## src/rtl/strassen_pkg.sv

```systemverilog
// Shared definitions for the Strassen accelerator result path: default sizes,
// writer state encoding and the quadrant numbering of the result stream.
package strassen_pkg;

    localparam int DATA_WIDTH_DEF = 16;
    localparam int N_DEF          = 4;

    typedef enum logic [1:0] {
        ST_IDLE    = 2'd0,
        ST_COLLECT = 2'd1,
        ST_DRAIN   = 2'd2,
        ST_DONE    = 2'd3
    } wb_state_t;

    // Bit 1 selects the lower half of rows, bit 0 the right half of columns.
    typedef enum logic [1:0] {
        Q_C11 = 2'd0,
        Q_C12 = 2'd1,
        Q_C21 = 2'd2,
        Q_C22 = 2'd3
    } quadrant_t;

endpackage

```

## src/rtl/sync_fifo.sv

```systemverilog
// Single-clock FIFO holding {data, addr} words for the result writer.
// The read port shows zero while empty so downstream outputs have clean idle values.
module sync_fifo #(
    parameter int WIDTH = 8,
    parameter int DEPTH = 4
) (
    input  logic                   clk,
    input  logic                   rst,
    input  logic                   flush,
    input  logic                   push,
    input  logic                   pop,
    input  logic [WIDTH-1:0]       wdata,
    output logic [WIDTH-1:0]       rdata,
    output logic                   full,
    output logic                   empty,
    output logic [$clog2(DEPTH):0] count
);
    localparam int PW = $clog2(DEPTH);
    localparam int CW = PW + 1;
    localparam logic [CW-1:0] FULL_COUNT = CW'(DEPTH);

    logic [WIDTH-1:0] mem_r [DEPTH];
    logic [PW-1:0]    wr_ptr_r;
    logic [PW-1:0]    rd_ptr_r;
    logic [PW-1:0]    wr_slot_s;
    logic [CW-1:0]    count_r;
    logic             push_ok_s;
    logic             pop_ok_s;

    // Accept decisions; a flush empties the buffer so a same-cycle push always fits
    always_comb begin
        push_ok_s = push && (flush || (count_r != FULL_COUNT));
        pop_ok_s  = pop && !flush && (count_r != {CW{1'b0}});
        if (flush) begin
            wr_slot_s = {PW{1'b0}};
        end else begin
            wr_slot_s = wr_ptr_r;
        end
    end

    // Pointer and occupancy bookkeeping; pointers wrap naturally at DEPTH
    always_ff @(posedge clk) begin
        if (rst) begin
            wr_ptr_r <= {PW{1'b0}};
            rd_ptr_r <= {PW{1'b0}};
            count_r  <= {CW{1'b0}};
        end else if (flush) begin
            rd_ptr_r <= {PW{1'b0}};
            wr_ptr_r <= push_ok_s ? PW'(1) : PW'(0);
            count_r  <= push_ok_s ? CW'(1) : CW'(0);
        end else begin
            if (push_ok_s) wr_ptr_r <= wr_ptr_r + PW'(1);
            if (pop_ok_s)  rd_ptr_r <= rd_ptr_r + PW'(1);
            case ({push_ok_s, pop_ok_s})
                2'b10:   count_r <= count_r + CW'(1);
                2'b01:   count_r <= count_r - CW'(1);
                default: count_r <= count_r;
            endcase
        end
    end

    // Storage array; no reset needed because the read port is masked while empty
    always_ff @(posedge clk) begin
        if (push_ok_s) mem_r[wr_slot_s] <= wdata;
    end

    // Head-of-queue read port
    always_comb begin
        if (count_r == {CW{1'b0}}) begin
            rdata = {WIDTH{1'b0}};
        end else begin
            rdata = mem_r[rd_ptr_r];
        end
    end

    assign full  = (count_r == FULL_COUNT);
    assign empty = (count_r == {CW{1'b0}});
    assign count = count_r;

endmodule

```

## src/rtl/c_writeback.sv

```systemverilog
// Result writer: buffers the quadrant-ordered C stream, remaps each element to a
// row-major address at push time and writes it out under a ready/valid handshake.
module c_writeback
    import strassen_pkg::*;
#(
    parameter int DATA_WIDTH = DATA_WIDTH_DEF,
    parameter int N          = N_DEF,
    parameter int FIFO_DEPTH = 4,
    parameter int ADDR_WIDTH = $clog2(N*N)
) (
    input  logic                  clk,
    input  logic                  rst,
    input  logic [DATA_WIDTH-1:0] c_in,
    input  logic                  write_en,
    input  logic                  load_out,
    input  logic                  finished,
    input  logic                  mem_ready,
    output logic                  full,
    output logic                  mem_we,
    output logic [ADDR_WIDTH-1:0] mem_addr,
    output logic [DATA_WIDTH-1:0] mem_data,
    output logic                  done,
    output logic                  incomplete,
    output logic                  overflow
);
    localparam int NN = N * N;
    localparam int KW = $clog2(NN) + 1;
    localparam int LH = $clog2(N / 2);
    localparam int CW = $clog2(FIFO_DEPTH) + 1;
    localparam int FW = DATA_WIDTH + ADDR_WIDTH;
    localparam logic [KW-1:0] K_LAST  = KW'(NN - 1);
    localparam logic [KW-1:0] K_TOTAL = KW'(NN);

    wb_state_t             state_r;
    logic [KW-1:0]         k_r;
    logic [KW-1:0]         written_r;
    logic [KW-1:0]         written_next_s;
    logic [KW-2:0]         k_idx_s;
    logic                  done_r;
    logic                  incomplete_r;
    logic                  overflow_r;
    logic                  push_s;
    logic                  pop_s;
    logic                  drop_s;
    logic                  last_push_s;
    logic                  drained_s;
    quadrant_t             quad_s;
    logic [ADDR_WIDTH-1:0] push_addr_s;
    logic [FW-1:0]         fifo_rdata_s;
    logic                  fifo_full_s;
    logic                  fifo_empty_s;
    logic [CW-1:0]         fifo_count_s;

    // Index used for address generation; a load_out restarts the matrix at k=0
    always_comb begin
        if (load_out) begin
            k_idx_s = {(KW-1){1'b0}};
        end else begin
            k_idx_s = k_r[KW-2:0];
        end
    end

    assign quad_s = quadrant_t'(k_idx_s[2*LH+1:2*LH]);

    // Quadrant bits become the top bit of row and column; the rest are direct slices
    generate
        if (LH == 0) begin : g_addr_n2
            assign push_addr_s = {quad_s[1], quad_s[0]};
        end else begin : g_addr
            assign push_addr_s = {quad_s[1], k_idx_s[2*LH-1:LH], quad_s[0], k_idx_s[LH-1:0]};
        end
    endgenerate

    // Per-cycle push, drop and retire decisions
    always_comb begin
        pop_s  = !fifo_empty_s && mem_ready && !load_out;
        push_s = 1'b0;
        drop_s = 1'b0;
        if (load_out) begin
            push_s = write_en;
        end else if (state_r == ST_COLLECT) begin
            push_s = write_en && !fifo_full_s;
            drop_s = write_en && fifo_full_s;
        end else if (state_r == ST_DRAIN) begin
            drop_s = write_en && fifo_full_s;
        end else begin
            push_s = 1'b0;
            drop_s = 1'b0;
        end
        last_push_s = push_s && !load_out && (k_r == K_LAST);
        // FIFO will be empty after this edge, so the matrix is complete
        drained_s = !push_s && (fifo_empty_s || ((fifo_count_s == CW'(1)) && pop_s));
        if (pop_s) begin
            written_next_s = written_r + KW'(1);
        end else begin
            written_next_s = written_r;
        end
    end

    // Writer FSM with push/write counters and sticky status flags
    always_ff @(posedge clk) begin
        if (rst) begin
            state_r      <= ST_IDLE;
            k_r          <= {KW{1'b0}};
            written_r    <= {KW{1'b0}};
            done_r       <= 1'b0;
            incomplete_r <= 1'b0;
            overflow_r   <= 1'b0;
        end else if (load_out) begin
            state_r      <= ST_COLLECT;
            k_r          <= push_s ? KW'(1) : KW'(0);
            written_r    <= {KW{1'b0}};
            done_r       <= 1'b0;
            incomplete_r <= 1'b0;
            overflow_r   <= 1'b0;
        end else begin
            done_r    <= 1'b0;
            written_r <= written_next_s;
            if (push_s) k_r <= k_r + KW'(1);
            if (drop_s) overflow_r <= 1'b1;
            case (state_r)
                ST_IDLE: state_r <= ST_IDLE;
                ST_COLLECT: begin
                    // finished with nothing left to write skips DRAIN so done is not delayed
                    if (finished && drained_s) begin
                        state_r <= ST_DONE;
                        done_r  <= 1'b1;
                        if (written_next_s < K_TOTAL) incomplete_r <= 1'b1;
                    end else if (finished || last_push_s) begin
                        state_r <= ST_DRAIN;
                    end
                end
                ST_DRAIN: begin
                    if (drained_s) begin
                        state_r <= ST_DONE;
                        done_r  <= 1'b1;
                        if (written_next_s < K_TOTAL) incomplete_r <= 1'b1;
                    end
                end
                ST_DONE: state_r <= ST_IDLE;
                default: state_r <= ST_IDLE;
            endcase
        end
    end

    sync_fifo #(
        .WIDTH (FW),
        .DEPTH (FIFO_DEPTH)
    ) u_fifo (
        .clk   (clk),
        .rst   (rst),
        .flush (load_out),
        .push  (push_s),
        .pop   (pop_s),
        .wdata ({c_in, push_addr_s}),
        .rdata (fifo_rdata_s),
        .full  (fifo_full_s),
        .empty (fifo_empty_s),
        .count (fifo_count_s)
    );

    assign full       = fifo_full_s;
    assign mem_we     = !fifo_empty_s;
    assign mem_addr   = fifo_rdata_s[ADDR_WIDTH-1:0];
    assign mem_data   = fifo_rdata_s[FW-1:ADDR_WIDTH];
    assign done       = done_r;
    assign incomplete = incomplete_r;
    assign overflow   = overflow_r;

endmodule

```

## config.mk

```make
export PLATFORM = sky130hd
export DESIGN_NAME = c_writeback
export DESIGN_NICKNAME = d
export VERILOG_FILES = /design/src/rtl/strassen_pkg.sv /design/src/rtl/sync_fifo.sv /design/src/rtl/c_writeback.sv
export SDC_FILE = /design/constraint.sdc
export NUM_CORES = 1
export LEC_CHECK = 0
export BUFFER_PORTS_ARGS = -buffer_cell sky130_fd_sc_hd__buf_2
export CORE_UTILIZATION = 49
export CTS_CLUSTER_SIZE = 16
export DETAILED_ROUTE_END_ITERATION = 8
export GPL_ROUTABILITY_DRIVEN = 0
export PLACE_DENSITY_LB_ADDON = 0.3
export SLEW_MARGIN = 30
export SYNTH_ARGS = -nofsm -noshare
export SYNTH_HDL_FRONTEND = slang
export SYNTH_SLANG_ARGS = --single-unit
```

## constraint.sdc

```tcl
create_clock -name clk -period 3.4 [get_ports clk]
set_clock_uncertainty 0.2 [all_clocks]
set_input_delay 0.34 -clock clk [delete_from_list [all_inputs] [get_ports clk]]
set_output_delay 0.34 -clock clk [all_outputs]
set_load 0.005 [all_outputs]
```

==> impl_metrics.json <==
{
  "die_w_um": 97.9,
  "nNetsFinal": 397,
  "utilization_pct": 58.9,
  "clock.fmax_mhz": 334,
  "min_path_cells": 2,
  "hpwl_um": 5270,
  "cts_root_buf": "clkbuf_8",
  "crit_family": "buffers and inverters",
  "critPathSlowestCell": "inv_1",
  "synth.net_count": 334,
  "grt_start_max_net_pins": 26,
  "async_reset_ff_share_pct": 0,
  "slew_headroom_pct": 53.3,
  "reg2reg_to": "u_fifo.mem_r[3][11]",
  "violations": "design-rule violations",
  "grt_overflow": 0,
  "chipHeight_um": 97.9,
  "crit_fanout": 25,
  "synth_seq_cells": 104,
  "drv_slew": 0,
  "synthCells": 302,
  "ys_warn_count": 0,
  "cts_num_sinks": 104,
  "cp_num_buf_inv": 3,
  "synth-edff-count": 80,
  "start_util_pct": 51.2,
  "worst_hold_path.endpoint": "k_r[1]",
  "cts_buffers": 9,
  "crit_type": "reg2out",
  "hold_viol": 0,
  "worstPathRequired_ns": 2.86,
  "power_leakage_nw": 1.85,
  "yosysSeqAreaShare_pct": 64.0,
  "finalSetupTns_ns": 0,
  "min_path_type": "in2reg",
  "syn-cell-area_um2": 4510,
  "portBuffers": 46,
  "timing.rr.start": "u_fifo.count[0]",
  "cap_violations": 0,
  "drt_first_pass_iters": 6,
  "seqCellArea_um2": 2880,
  "fin_ws_ns": 0.403,
  "cp_data_arrival_time_ns": 2.46,
  "avgSynthCellArea_um2": 14.9,
  "antenna_found_initial": 0,
  "multi_input_area_um2": 1470,
  "grt.total_usage_pct": 18.5,
  "period_share_pct": 88.2,
  "cp_cell_sequence": "inv_1 > ha_1 > nor2b_1 > inv_1 > and2_1 > buf_2",
  "min_period_ns": 3.00,
  "synthFlopType": "edfxtp_1",
  "drc_errors": 6,
  "rsz0062_at_grt": "false",
  "vias_per_cell": 5.54,
  "powerDensity_nw_per_um2": 455,
  "clkTransAtPathRegs_ns": 0.10,
  "drt.antenna.violating_nets": 0,
  "clkLatencyLatePin_ns": 0.37,
  "io_pins": 47,
  "ys_types": 55,
  "coreArea_um2": 8810,
  "end_kind": "output pin",
  "drive_gt1_share_pct": 27.6,
  "ff2ff_setup_slack_ns": 0.71,
  "vdd_drop_max_uv": 203,
  "setup_viol": 0,
  "status": "finished, violations left",
  "holdCritStartpoint": "rst",
  "die_area_um2": 9580,
  "drt-total-wl_um": 8170,
  "area_growth_pct": 15.2,
  "cts.path.max_buffers": 2,
  "fillers": 670,
  "drt_iter0_drc": 91,
  "final_common_cell": "edfxtp_1",
  "cts_tree": "yes",
  "final_cell_mix": "edfxtp_1, buf_2, dfxtp_1",
  "vias": 2649,
  "rr_worst_depth": 7,
  "wl_per_cell_um": 17.1,
  "htree_levels": 3,
  "critPathLaunchType": "register",
  "crit_top_cell": "inv_1",
  "place_ws_ns": 0.722,
  "finalPower_mw": 2.36,
  "n_antenna_cell": 0,
  "cts_resized": 0,
  "worstMarginPinSlew_ns": 0.699,
  "slowest_delay_ns": 0.44,
  "rows": 34,
  "grt_pass1_vias": 2720,
  "grt_pass1_wl_um": 13500
}
## cells in the mapped netlist (all sizes together), types with 7 or more instances
cell | n | area [um^2]
edfxtp | 80 | 2400
dfxtp | 24 | 480
nor2 | 23 | 86.3
and2 | 21 | 134
mux4 | 20 | 450
nand2 | 13 | 51.3
inv | 12 | 45.1
buf | 10 | 98.8
ha | 10 | 125
a21oi | 9 | 45.0
nand3 | 7 | 35.0
xnor2 | 7 | 61.3
## worst reg2reg max path: cells and delay by family, from the launching register on
kind                     cells  cell delay (ns)
AND/OR/NAND/NOR              3             1.04
adder cells (fa/ha/maj)      1             0.30
buffers and inverters        3             0.42
flip-flops                   1             0.44
## per-layer routing
metal	part of all wire, %	vias up	routed length [um]	global-route usage (%)
met3	3.4	6	275	4.87
met1	43	1313	3530	22.5
met4	0.83	0	68	5.94
li1	-	1270	-	-
met2	53	60	4290	32.3
met5	0	-	0	0
## cell families (layout without fill, tap and decap cells)
family	Yosys count	after routing	synth area share (%)
compound gates	36	36	6.14
xor+xnor	11	11	2.14
fa+ha+maj	10	10	2.78
buf+inv	28	96	3.69
flops	104	104	64.0
mux	23	23	10.7
simple gates	90	90	10.6
## power by group
group	internal, mW	switching [mW]
Clock	0.283	0.435
Sequential	1.39	0.0151
Combinational	0.109	0.126
Total	1.79	0.576
## area by class of cell
type / instances / area share (%)
Sequential cell: 104 / 55.6
Multi-Input combinational cell: 170 / 28.2
Timing Repair Buffer: 68 / 9.12
Tap cell: 108 / 2.60
Clock buffer: 9 / 2.39
Clock inverter: 7 / 1.23
Inverter: 12 / 0.868
## worst max-delay path by stage
stage	endpoint	depth (start not counted)	from
after global placement	mem_data[7]	6	u_fifo.count[0]
after CTS	mem_data[7]	6	u_fifo.count[0]
after floorplan	u_fifo.mem_r[0][0]	5	u_fifo.count[0]
after detailed placement	u_fifo.mem_r[3][18]	7	u_fifo.count[0]
after global routing	mem_data[7]	6	u_fifo.count[0]
final	mem_data[7]	6	u_fifo.count[0]
## sequential cells by signal (all words and copies together) (netlist names), named ones only
name and cells:
incomplete 1, u_fifo.wr_ptr_r 2, u_fifo.count 3, u_fifo.rd_ptr_r 2
written_r 5, u_fifo.mem_r 80, state_r 2, k_r 5
done 1, overflow 1
## metrics by stage
stage | hold slack [ns] | cells | instance area, um^2
floorplan | 0.239 | 302 | 4510
global placement | 0.259 | 446 | 4840
detailed placement | 0.262 | 446 | 4840
CTS | 0.0600 | 478 | 5190
global route | 0.0628 | 478 | 5190
finish | 0.0862 | 478 | 5190
## repair_timing
| action | 4_1_cts | 5_1_grt |
|---|---|---|
| endpoints found under the hold margin | 64 | 0 |
| hold buffers | 16 | 0 |
| endpoints found under the setup margin | 0 | 0 |
| setup buffers | 0 | 0 |
(Power assumes the default switching activity.)
